**src/rtl/stack_unit.sv**
```systemverilog
// LIFO stack with registered pop data, a push+pop swap/bypass path and a sticky
// overflow/underflow error flag. Synchronous active-low reset; storage is not reset.
module stack_unit #(
    parameter int DATA_W = 8,
    parameter int ADDR_W = 4
) (
    input  logic              clk,
    input  logic              reset,
    input  logic              clr,
    input  logic              push,
    input  logic              pop,
    input  logic [DATA_W-1:0] din,
    output logic [DATA_W-1:0] dout,
    output logic              valid,
    output logic              full,
    output logic              empty,
    output logic              err,
    output logic [ADDR_W:0]   sp_out
);

    localparam int DEPTH = 1 << ADDR_W;
    localparam logic [ADDR_W:0] SP_ZERO = '0;
    localparam logic [ADDR_W:0] SP_ONE  = {{ADDR_W{1'b0}}, 1'b1};
    localparam logic [ADDR_W:0] SP_FULL = {1'b1, {ADDR_W{1'b0}}};

    typedef enum logic [2:0] {
        OP_IDLE,
        OP_CLEAR,
        OP_PUSH,
        OP_POP,
        OP_SWAP,
        OP_BYPASS,
        OP_OVERFLOW,
        OP_UNDERFLOW
    } op_e;

    logic [DATA_W-1:0] mem [0:DEPTH-1];

    logic [ADDR_W:0]   sp_q, sp_d;
    logic [DATA_W-1:0] dout_q, dout_d;
    logic              valid_q, valid_d;
    logic              err_q, err_d;

    logic [ADDR_W:0]   sp_dec;
    logic [ADDR_W-1:0] top_idx;
    logic [DATA_W-1:0] top_word;

    logic              mem_we;
    logic [ADDR_W-1:0] mem_waddr;
    logic [DATA_W-1:0] mem_wdata;

    op_e op;

    assign full   = (sp_q == SP_FULL);
    assign empty  = (sp_q == SP_ZERO);
    assign sp_out = sp_q;
    assign dout   = dout_q;
    assign valid  = valid_q;
    assign err    = err_q;

    assign sp_dec   = sp_q - SP_ONE;
    assign top_idx  = sp_dec[ADDR_W-1:0];
    assign top_word = mem[top_idx];

    // Command decode: clr outranks push/pop; the stack level picks the variant.
    always_comb begin
        // NOTE: every always_comb output gets a default first so no path can infer a latch.
        op = OP_IDLE;
        if (clr) begin
            op = OP_CLEAR;
        end else if (push && pop) begin
            op = empty ? OP_BYPASS : OP_SWAP;
        end else if (push) begin
            op = full ? OP_OVERFLOW : OP_PUSH;
        end else if (pop) begin
            op = empty ? OP_UNDERFLOW : OP_POP;
        end
    end

    always_comb begin
        sp_d      = sp_q;
        dout_d    = dout_q;
        valid_d   = 1'b0;
        err_d     = err_q;
        mem_we    = 1'b0;
        mem_waddr = sp_q[ADDR_W-1:0];
        mem_wdata = din;

        unique case (op)
            OP_CLEAR: begin
                sp_d = SP_ZERO;
            end
            OP_PUSH: begin
                mem_we = 1'b1;
                sp_d   = sp_q + SP_ONE;
            end
            OP_POP: begin
                dout_d  = top_word;
                sp_d    = sp_dec;
                valid_d = 1'b1;
            end
            OP_SWAP: begin
                // Old top leaves on dout while din replaces it in the same slot.
                dout_d    = top_word;
                mem_we    = 1'b1;
                mem_waddr = top_idx;
                valid_d   = 1'b1;
            end
            OP_BYPASS: begin
                dout_d  = din;
                valid_d = 1'b1;
            end
            OP_OVERFLOW, OP_UNDERFLOW: begin
                err_d = 1'b1;
            end
            default: begin
            end
        endcase
    end

    always_ff @(posedge clk) begin
        // NOTE: sequential state uses non-blocking assignments so all registers see pre-edge values.
        if (!reset) begin
            sp_q    <= SP_ZERO;
            dout_q  <= '0;
            valid_q <= 1'b0;
            err_q   <= 1'b0;
        end else begin
            sp_q    <= sp_d;
            dout_q  <= dout_d;
            valid_q <= valid_d;
            err_q   <= err_d;
        end
    end

    // NOTE: the storage array has no reset; the pointer alone defines which words are live.
    always_ff @(posedge clk) begin
        if (reset && mem_we) begin
            mem[mem_waddr] <= mem_wdata;
        end
    end

endmodule

```
**config.mk**
```make
export PLATFORM = sky130hd
export DESIGN_NAME = stack_unit
export DESIGN_NICKNAME = d
export VERILOG_FILES = /design/src/rtl/stack_unit.sv
export SDC_FILE = /design/constraint.sdc
export NUM_CORES = 1
export LEC_CHECK = 0
export ABC_AREA = 1
export CORE_MARGIN = 2
export CORE_UTILIZATION = 50
export DETAILED_ROUTE_END_ITERATION = 8
export GPL_ROUTABILITY_DRIVEN = 0
export GPL_TIMING_DRIVEN = 0
export PLACE_DENSITY = 0.71
export SLEW_MARGIN = 10
export SYNTH_ARGS = -nofsm -noshare
export SYNTH_HDL_FRONTEND = slang
export SYNTH_SLANG_ARGS = --single-unit
```
**constraint.sdc**
```tcl
create_clock -name clk -period 2.7 [get_ports clk]
set_input_delay 0.54 -clock clk [delete_from_list [all_inputs] [get_ports clk]]
set_output_delay 0.54 -clock clk [all_outputs]
set_load 0.1 [all_outputs]
```
; ---- Word-level counts from Yosys, hierarchy flattened
; Memory sizes are Yosys's and may differ from the RTL's.
; Index checks and enable logic that the tools add are counted.
[word_totals]
word_cells = 38
regBits = 15
memories = 1
out_inout_bits = 17
mem_bits_rw = 128
inputBits = 13
[memory_table]
columns = memory, depth, width, rd, rd_ports_with_merged_regs, wr, line_no
row1 = mem, 16, 8, 1, 0, 1, 37  ; logic [DATA_W-1:0] mem [0:DEPTH-1];
[classes]
n_reduce_logical = 9
eq_ne = 8
n_addsub = 2
muxes = 14
[ops]
columns = op, n
row1 = 3-bit 2-to-1 mux, 6
row2 = 8-bit one-hot mux with 2 select lines, 1
row3 = 5-bit one-hot mux with 3 select lines, 1
row4 = "3-bit equality test, second input constant", 4
row5 = "3-bit by 2-bit equality test with 1-bit output, second input constant", 2
row6 = 2-bit OR reduction, 3
row7 = "5-bit by 1-bit adder with 5-bit output, second input constant", 1
row8 = "5-bit equality test, second input constant", 1
row9 = 5-bit zero test, 1
row10 = 1-bit 2-to-1 mux, 5
row11 = "5-bit by 1-bit subtractor with 5-bit output, second input constant", 1
row12 = 4-bit 2-to-1 mux, 1
row13 = "3-bit by 1-bit equality test with 1-bit output, second input constant", 1
row14 = 3-bit nonzero test, 1
row15 = 3-bit OR reduction, 1
row16 = 1-bit logical AND, 2
row17 = 2-bit nonzero test, 1

; ---- Logic depth before layout (Yosys ltp)
; Gate-level depths: netlist of run 1.
[logic_depth]
ltp_word = 12
depth_mapped = 14
depth_no_buf = 12

; ---- Least setup slack after synthesis of run 1
; Ideal clock, no wire load.
[synth_timing]
path_type = reg2out
from = reg sp_q[0], in the netlist sp_out[0]
to = out full
arrival_ns = 3.006
required_ns = 2.160
path_buffers = 2
path_slack_ns = -0.846
stages_incl_launch_ff = 7
cell_sequence = dfxtp_1 inv_2 buf_2 buf_1 ha_1 nand2_1 nor2_1
[synth_via]
elab_chain_len = 1
[synth_lines]
columns = element, line_no
row1 = "start, declared", 39  ; logic [ADDR_W:0] sp_q, sp_d;
row2 = "start signal, assigned", 129  ; sp_q <= sp_d;
row3 = 5-bit equality test, 54  ; assign full = (sp_q == SP_FULL);
row4 = "end, declared", 15  ; output logic full,
; Every way passes these cells.

; ---- Worst setup path in the final report of run 1
[layout_timing]
from = reg sp_q[0], in the netlist sp_out[0]
to = mem mem[2][1] (enable)
[layout_via]
elab_chain_len = 12
word_cells_on_any_way = 18
classes_between = 1 x add/sub / 3 x eq/ne / 11 x mux / 3 x reduce/logical
[layout_lines]
columns = element, line_no
row1 = 5-bit zero test, 55  ; assign empty = (sp_q == SP_ZERO);
row2 = 3-bit 2-to-1 mux, 76  ; op = empty ? OP_UNDERFLOW : OP_POP;
row3 = 3-bit 2-to-1 mux, 75  ; end else if (pop) begin
row4 = 3-bit 2-to-1 mux, 73  ; end else if (push) begin
row5 = 3-bit 2-to-1 mux, 71  ; end else if (push && pop) begin
row6 = 3-bit 2-to-1 mux, 69  ; if (clr) begin
row7 = 3-bit equality test / 3-bit by 2-bit equality test with 1-bit output (equally long branches), 89  ; unique case (op)
row8 = 2-bit OR reduction (no source line), -
row9 = 1-bit 2-to-1 mux, 89
row10 = 1-bit logical AND, 138  ; if (reset && mem_we) begin
row11 = 1-bit 2-to-1 mux, 138
row12 = 1-bit 2-to-1 mux (not written as such), 139  ; mem[mem_waddr] <= mem_wdata;
row13 = "end, declared", 37
; Several ways; a longest one is shown, not always the timed one.

==> flow_summary.yaml, run 1 <==
clock_network:
  cts_sinks: 143
  worst_skew_pair.late_latency_ps: 430
  cts_buffers: 17
  holdBufCountCts: 0
  clockBufferDepth: 2
  clk_pin_slew_ps: 60
  htree_levels: 4
  clockRootBuffer: "clkbuf_16"
  cts_tree: "done"
pwr:
  ir_worst_vdd_v: 0.0003914
  p_sw_frac: 0.3141
  clockPowerShare: 0.384
  seqPwrFrac: 0.396
  p_switching_mw: 1.972
  total_power_mw: 6.277
  leakage_nw: 3.017
  pwr-share-comb: 0.220
  power_density_nw_per_um2: 774.3
  intPower_mw: 4.305
synth:
  syn-instance-count: 598
  synth_top_flop_cell: "edfxtp_1"
  synth_nets: 616
  syn_area_per_cell_um2: 10.67
  synthTopCellsByArea: "edfxtp_1, nand2_1, nor2_1"
  synth_simple_gate_area_frac: 0.1946
  synth_area_leader_cell: "edfxtp_1"
  synth-seq-area-share: 0.6497
  ys_warn_count: 0
  async_flop_share: 0
  synth-edff-count: 128
  yosys-top-cells-count: "edfxtp_1, nand2_1, nor2_1, nand3_1, o21ai_0"
  synth_top_family_by_area: "simple AND/OR/NAND/NOR gates"
  synthAdderAreaFrac: 0.009808
  synth_most_common_cell: "edfxtp_1"
  synth.cell_area_um2: 6379
  ys_ff_latch: 143
  synth_compound_area_frac: 0.08082
  synth_xor_area_frac: 0.01334
  synth_top_area_frac: 0.6026
  muxShareOfSynthArea: 0
  ys_types: 31
finish:
  fill_cells: 927
  multiInputGateArea_um2: 2200
  final_cell_area_um2: 8107
  area_delta_synth_final_pct: 27.09
  nets: 686
  drive_gt1_frac: 0.2041
  diodes: 0
  register_area_um2: 4151
global_routing:
  grt_pass1_vias: 4584
  track_usage: 0.2472
  antenna_found_initial: 0
  grt_max_degree: 18
  grt.overflow.total: 0
  grt_pass1_wl_um: 24450
detailed_routing:
  dr.pass1.iters: 6
  via_per_inst: 5.659
  drcViolationCount: 0
  wl_per_cell_um: 18.98
  ant_nets: 0
  drt_wl_total_um: 16190
  vias: 4827
  drtIter0Drc: 654
timing:
  worst_pin_slew_ps: 1025
  slew_viol_final: 0
  finalSetupViolations: 0
  fmax_mhz: 379.1
  min_period_over_period: 0.9769
  fin_worst_skew_ps: 9.248
  layout_min_cycle_time_ps: 2638
  holdWs_ps: 468.6
  setup_ws_ps: 62.45
  timing.slew.headroom: 0.3145
  hold_viol_final: 0
  setup_tns_ps: 0
setup_path:
  end_kind: "flip-flop"
  reg2reg_to: "mem[2][1]$_DFFE_PP_"
  path_max_fanout: 16
  reg2reg_slack_ps: 60
  critPathKind: "reg -> reg"
  r2r_start: "sp_out[0]$_SDFFE_PN0P_"
  rr_worst_depth: 9
  cp_data_required_time_ps: 2810
  cp.arrival_ps: 2740
  startpoint_type: "flip-flop"
floorplan:
  die_area_um2: 13680
  rows: 41
  core-area_um2: 12520
  die_y_um: 116.9
  start_util: 0.5096
  boundaryPins: 30
  dieWidth_um: 116.9
flow_run:
  maxCapViolations: 0
hold_path:
  worstHoldStart: "dout[6]$_SDFFE_PN0P_"
  min_path_type: "reg -> reg"
  hold_end: "dout[6]$_SDFFE_PN0P_"
  hold_depth: 2
place:
  hpwl_um: 10160
  dpl_cell_area_um2: 6935
  dp_worst_setup_slack_ps: -667.5
  portBuffers: 29
status:
  status: "complete, no violations"
-- flip-flops by register name, summed over array words and instances, names as in the netlist --
register,count
mem,128
dout,8
sp_out,5
err,1
valid,1
-- through the flow --
| step | util | instances |
|---|---|---|
| global placement | 0.5541 | 799 |
| floorplan | - | 598 |
| finish | 0.6476 | 853 |
| detailed placement | 0.5541 | 799 |
| CTS | 0.6338 | 847 |
| global route | 0.6476 | 853 |
-- layout make-up --
| class | count | share of cell area |
|---|---|---|
| flip-flops and latches | 143 | 0.5121 |
| multi-input cells | 378 | 0.2713 |
| repair buffers | 52 | 0.07023 |
| clock buffers | 17 | 0.05248 |
| well taps | 172 | 0.02655 |
| inverters | 50 | 0.02377 |
| clock inverters | 15 | 0.02284 |
| plain buffers | 26 | 0.02068 |
-- routing by layer --
metal	global-route usage	wire, um
met5	0	0
met3	0.06179	1241
met1	0.3057	6281
met4	0.1090	571
met2	0.4139	8098
-- power groups by stage --
stage	Clock (mW)	Combinational (mW)	Sequential, mW
final	2.41	1.38	2.48
after detailed placement	0	1.23	2.53
after global routing	2.50	1.47	2.49
after global placement	0	1.20	2.53
after floorplan	0	0.662	2.74
after CTS	2.42	1.29	2.48
-- cell families (layout without fill, tap and decap cells) --
| logic type | after synthesis | after routing |
|---|---|---|
| and+or+nand+nor | 277 | 277 |
| DFF | 143 | 143 |
| AOI/OAI and AO/OA | 88 | 88 |
| buffers and inverters | 77 | 160 |
| xor gates and xnor gates | 8 | 8 |
| adders and majority gates | 5 | 5 |
-- placed cells by master, fill, tap and decap left out, drive strengths merged --
cell             n
dlygate4sd2      1
buf             39
dfxtp           15
clkbuf          29
edfxtp         128
o211ai          21
or2              5
inv             52
o21ai           54
nand2          103
clkinv           9
a21oi           13
xor2             7
dlymetal6s2s     2
clkdlybuf4s50   24
nor2            92
nand4            9
xnor2            1
ha               5
bufinv           3
clkinvlp         1
nor3             1
nand3           67
-- critical path, stage by stage (launching register included) --
cell      delay, ps
dfxtp_4         380
inv_6           150
buf_8           180
ha_2            290
buf_2           190
clkbuf_2        240
o21ai_2         370
nand2_2          70
buf_4           190
nor2_4          250
-- worst max-delay path by stage --
stage | from | end | depth (start not counted)
4_1_cts | sp_out[0]$_SDFFE_PN0P_ | mem[7][1]$_DFFE_PP_ | 10
5_1_grt | sp_out[0]$_SDFFE_PN0P_ | mem[2][1]$_DFFE_PP_ | 9
3_3_place_gp | push | mem[11][6]$_DFFE_PP_ | 11
3_5_place_dp | push | mem[10][6]$_DFFE_PP_ | 11
2_1_floorplan | sp_out[0]$_SDFFE_PN0P_ | mem[10][0]$_DFFE_PP_ | 12
6_report | sp_out[0]$_SDFFE_PN0P_ | mem[2][1]$_DFFE_PP_ | 9
-- repair_timing --
item	4_1_cts	5_1_grt
gates resized for setup	45	31
pin swaps	17	7
buffers inserted	17	6
endpoints found under the setup margin	139	137
(Power assumes the default switching activity.)
==> inputs of run 2 (changes only) <==
Settings changed: CELL_PAD_IN_SITES_DETAIL_PLACEMENT set to 1, CELL_PAD_IN_SITES_GLOBAL_PLACEMENT set to 1, CORE_UTILIZATION 50 to 43, PLACE_DENSITY 0.71 to not set, PLACE_DENSITY_LB_ADDON set to 0.1.
==> flow_summary.yaml, run 2 (synthesized netlist as in run 1, its figures left out) <==
finish:
  fill_cells: 1535
  nets: 692
  final_cell_area_um2: 8204
  largest_reg_flops: 128
  drive_gt1_frac: 0.2169
  diodes: 0
  area_delta_synth_final_pct: 28.62
  top_register: "mem"
  mostFrequentLayoutCells: "edfxtp_1, nand2_1, nor2_1"
  layout_commonest_cell: "edfxtp_1"
global_routing:
  grt_pass1_wl_um: 29680
  grt_max_degree: 18
  grt.overflow.total: 0
  grt_pass1_vias: 5062
  antenna_found_initial: 0
  track_usage: 0.2559
timing:
  hold_viol_final: 0
  setup_ws_ps: 99.80
  slew_viol_final: 0
  min_period_over_period: 0.9630
  fmax_mhz: 384.6
  setup_tns_ps: 0
  finalSetupViolations: 0
  timing.slew.headroom: 0.2191
  fin_worst_skew_ps: 7.093
  layout_min_cycle_time_ps: 2600
  holdWs_ps: 472.2
  worst_pin_slew_ps: 1167
floorplan:
  die_area_um2: 15820
  rows: 44
  dieWidth_um: 125.8
  core-area_um2: 14530
  start_util: 0.4389
  die_y_um: 125.8
  boundaryPins: 30
clock_network:
  cts_buffers: 17
  cts_sinks: 143
  clk_pin_slew_ps: 60
  cts_tree: "done"
  worst_skew_pair.late_latency_ps: 430
  htree_levels: 4
  clockRootBuffer: "clkbuf_16"
  clockBufferDepth: 2
detailed_routing:
  drt_wl_total_um: 19530
  via_per_inst: 5.546
  wl_per_cell_um: 22.42
  drcViolationCount: 0
  drtIter0Drc: 437
  ant_nets: 0
  vias: 4831
  dr.pass1.iters: 5
setup_path:
  cp.arrival_ps: 2740
  startpoint_type: "flip-flop"
  crit_end: "mem[11][6]$_DFFE_PP_"
  reg2reg_slack_ps: 100
  cp_cell_sequence: "inv_6, buf_6, ha_4, nand4_1, nand3_2, nand3_4, buf_8, a21oi_4, buf_12, nand3_4, nor2_4, buf_4"
  setup.worst_path.start: "sp_out[0]$_SDFFE_PN0P_"
  end_kind: "flip-flop"
  crit_path_frequent_cell: "nand3_4"
  reg2reg_to: "mem[11][6]$_DFFE_PP_"
  slowest_delay_ps: 360
  rr_worst_depth: 12
  r2r_start: "sp_out[0]$_SDFFE_PN0P_"
  path_max_fanout: 16
  crit_slowest_cell: "dfxtp_4"
  cp_data_required_time_ps: 2840
  critPathKind: "reg -> reg"
hold_path:
  min_path_type: "reg -> reg"
  worstHoldStart: "dout[3]$_SDFFE_PN0P_"
  hold_depth: 2
place:
  portBuffers: 29
  dp_worst_setup_slack_ps: -966.4
  hpwl_um: 11980
  dpl_cell_area_um2: 6950
pwr:
  power_density_nw_per_um2: 758.2
  ir_worst_vdd_v: 0.0004341
  total_power_mw: 6.220
  leakage_nw: 3.042
flow_run:
  maxCapViolations: 0
status:
  status: "complete, no violations"
run 2: worst min-delay path by stage:
stage / slack (ps) / endpoint
after floorplan: 640 / mem[0][0]$_DFFE_PP_
after global placement: 460 / dout[3]$_SDFFE_PN0P_
after detailed placement: 460 / dout[6]$_SDFFE_PN0P_
after CTS: 470 / dout[6]$_SDFFE_PN0P_
after global routing: 510 / dout[1]$_SDFFE_PN0P_
final: 470 / dout[3]$_SDFFE_PN0P_
run 2: metal layers:
layer,up-vias,track usage,share of wire
met5,-,0,0
met4,0,0.1157,0.026
met3,35,0.05480,0.043
met2,128,0.4105,0.50
met1,2448,0.3370,0.43
li1,2220,-,-
run 2: cell type report:
type / count / area, um2 / share of cell area
clock buffer: 17 / 425.4 / 0.05185
multi-input combinational: 378 / 2222 / 0.2709
tap: 184 / 230.2 / 0.02806
clock inverter: 15 / 146.4 / 0.01784
buffer: 26 / 163.9 / 0.01998
inverter: 50 / 196.4 / 0.02394
timing repair buffer: 58 / 668.1 / 0.08144
sequential: 143 / 4151 / 0.5060
run 2: metrics by stage:
| stage | instances | utilization |
|---|---|---|
| detailed placement | 811 | 0.4782 |
| finish | 871 | 0.5645 |
| global placement | 811 | 0.4782 |
| CTS | 866 | 0.5520 |
| floorplan | 598 | - |
| global route | 871 | 0.5645 |
run 2: power by group:
group	internal (mW)	switching, mW
clock network	1.35	0.935
logic	0.400	1.05
registers	2.45	0.0306
total	4.20	2.02
run 2: critical path: cells and delay by family (launching register included):
kind	cells	cell delay [ps]
AO/OA/AOI/OAI	1	160
adder cells (fa/ha/maj)	1	180
buffers and inverters	5	870
flip-flops	1	360
AND/OR/NAND/NOR	5	730
run 2: repair_timing:
item / in CTS / in global routing
setup endpoints to repair: 139 / 136
hold buffers: 0 / 0
setup buffers: 24 / 5
pin swaps: 21 / 4
gates resized for setup: 48 / 35
==> inputs of run 3 (changes only) <==
Settings changed: CORE_UTILIZATION 43 to 41.
==> flow_summary.yaml, run 3 (synthesized netlist as in run 1, its figures left out) <==
status:
  status: "complete, no violations"
global_routing:
  antenna_found_initial: 0
  grt_pass1_wl_um: 28870
  grt_max_degree: 18
  track_usage: 0.2433
  grt_pass1_vias: 4988
  grt.overflow.total: 0
pwr:
  intPower_mw: 4.301
  leakage_nw: 3.051
  clockPowerShare: 0.378
  ir_worst_vdd_v: 0.0006315
  power_density_nw_per_um2: 766.7
  p_sw_frac: 0.3168
  seqPwrFrac: 0.394
  p_switching_mw: 1.995
  total_power_mw: 6.296
  pwr-share-comb: 0.227
place:
  dp_worst_setup_slack_ps: -968.2
  placedCellCount: 815
  hpwl_um: 12120
  portBuffers: 29
floorplan:
  dieWidth_um: 128.7
  core-area_um2: 15200
  die_area_um2: 16570
  start_util: 0.4196
  boundaryPins: 30
  die_y_um: 128.7
  rows: 45
clock_network:
  clockRootBuffer: "clkbuf_16"
  worst_skew_pair.late_latency_ps: 420
  clk_pin_slew_ps: 60
  cts_sinks: 143
  cts_tree: "done"
  cts_buffers: 17
  clockBufferDepth: 2
  htree_levels: 4
hold_path:
  hold_depth: 2
  worstHoldStart: "dout[1]$_SDFFE_PN0P_"
  hold_end: "dout[1]$_SDFFE_PN0P_"
  min_path_type: "reg -> reg"
timing:
  hold_viol_final: 0
  setup_ws_ps: 34.98
  worst_pin_slew_ps: 1160
  holdWs_ps: 469.8
  min_period_over_period: 0.9870
  timing.slew.headroom: 0.2239
  layout_min_cycle_time_ps: 2665
  finalSetupViolations: 0
  fmax_mhz: 375.2
  slew_viol_final: 0
  fin_worst_skew_ps: 12.31
finish:
  diodes: 0
  top_register: "mem"
  fin_cells: 881
  largest_reg_flops: 128
  layout_commonest_cell: "edfxtp_1"
  drive_gt1_frac: 0.2208
  mostFrequentLayoutCells: "edfxtp_1, nand2_1, nor2_1"
  area_delta_synth_final_pct: 28.74
  fill_cells: 1598
  nets: 698
setup_path:
  cp.arrival_ps: 2790
  cp_data_required_time_ps: 2830
  end_kind: "flip-flop"
  reg2reg_to: "mem[6][5]$_DFFE_PP_"
  path_max_fanout: 16
  r2r_start: "sp_out[0]$_SDFFE_PN0P_"
  critPathKind: "reg -> reg"
  reg2reg_slack_ps: 30
  rr_worst_depth: 13
  startpoint_type: "flip-flop"
detailed_routing:
  ant_nets: 0
  drcViolationCount: 0
  drtIter0Drc: 329
  drt_wl_total_um: 19480
  vias: 4866
  via_per_inst: 5.523
  wl_per_cell_um: 22.11
  dr.pass1.iters: 5
flow_run:
  maxCapViolations: 0
## run 3: changes by cell type in the layout (fill, tap and decap cells not counted), sizes merged
cell,change
clkbuf,+1
bufinv,+1
clkinv,-3
clkinvlp,+1
buf,+6
## run 3: worst max-delay path by stage
stage,endpoint,start,cells past startpoint
finish,mem[6][5]$_DFFE_PP_,sp_out[0]$_SDFFE_PN0P_,13
global route,mem[6][4]$_DFFE_PP_,sp_out[0]$_SDFFE_PN0P_,13
CTS,mem[11][7]$_DFFE_PP_,sp_out[0]$_SDFFE_PN0P_,10
detailed placement,mem[7][0]$_DFFE_PP_,sp_out[0]$_SDFFE_PN0P_,10
global placement,mem[7][0]$_DFFE_PP_,sp_out[0]$_SDFFE_PN0P_,10
floorplan,mem[10][0]$_DFFE_PP_,sp_out[0]$_SDFFE_PN0P_,12
## run 3: timing repair
item / CTS / global route
endpoints found under the setup margin: 139 / 136
hold buffers: 0 / 0
resized for setup: 48 / 29
setup buffers: 26 / 9
gates cloned: 0 / 0
pin swaps: 21 / 6
## run 3: power groups by stage
| stage | Clock, mW | Sequential, mW | Combinational, mW |
|---|---|---|---|
| final | 2.38 | 2.48 | 1.43 |
| after global routing | 2.50 | 2.49 | 1.53 |
| after CTS | 2.41 | 2.48 | 1.36 |
| after detailed placement | 0 | 2.53 | 1.28 |
| after global placement | 0 | 2.53 | 1.26 |
| after floorplan | 0 | 2.74 | 0.662 |
## run 3: area by class of cell
cell class                      instances  area (um2)  area share
Sequential cell                       143        4151      0.5056
Tap cell                              188       235.2     0.02865
Clock inverter                         14       167.7     0.02042
Inverter                               50       192.7     0.02346
Clock buffer                           18       429.2     0.05226
Multi-Input combinational cell        378        2170      0.2642
Buffer                                 26       165.2     0.02011
Timing Repair Buffer                   64       700.7     0.08533
## run 3: worst max-delay path: stages, from the launching register on
cell     delay (ps)
dfxtp_4         360
inv_6           140
buf_6           190
ha_2            250
nand4_2         130
nand2_2         120
nor2_4           70
nand3_4          80
buf_8           170
xor2_2          310
nand2_2          90
buf_4           180
nor2_4           90
buf_4           180
## run 3: through the flow
stage	utilization	setup TNS (ps)	cell area, um2
after floorplan	-	-8797	6430
after CTS	0.5299	-2.412	8055
final	0.5402	0	8212
after detailed placement	0.4575	-110440	6955
after global routing	0.5402	-3741	8212
after global placement	0.4575	-98830	6955
## run 3: routing by layer
layer / vias to the layer above / track usage / wire length, um
met5: - / 0 / 0
met4: 0 / 0.1010 / 577
met3: 30 / 0.04740 / 827
met2: 122 / 0.4046 / 9786
met1: 2476 / 0.3138 / 8285
li1: 2238 / - / -
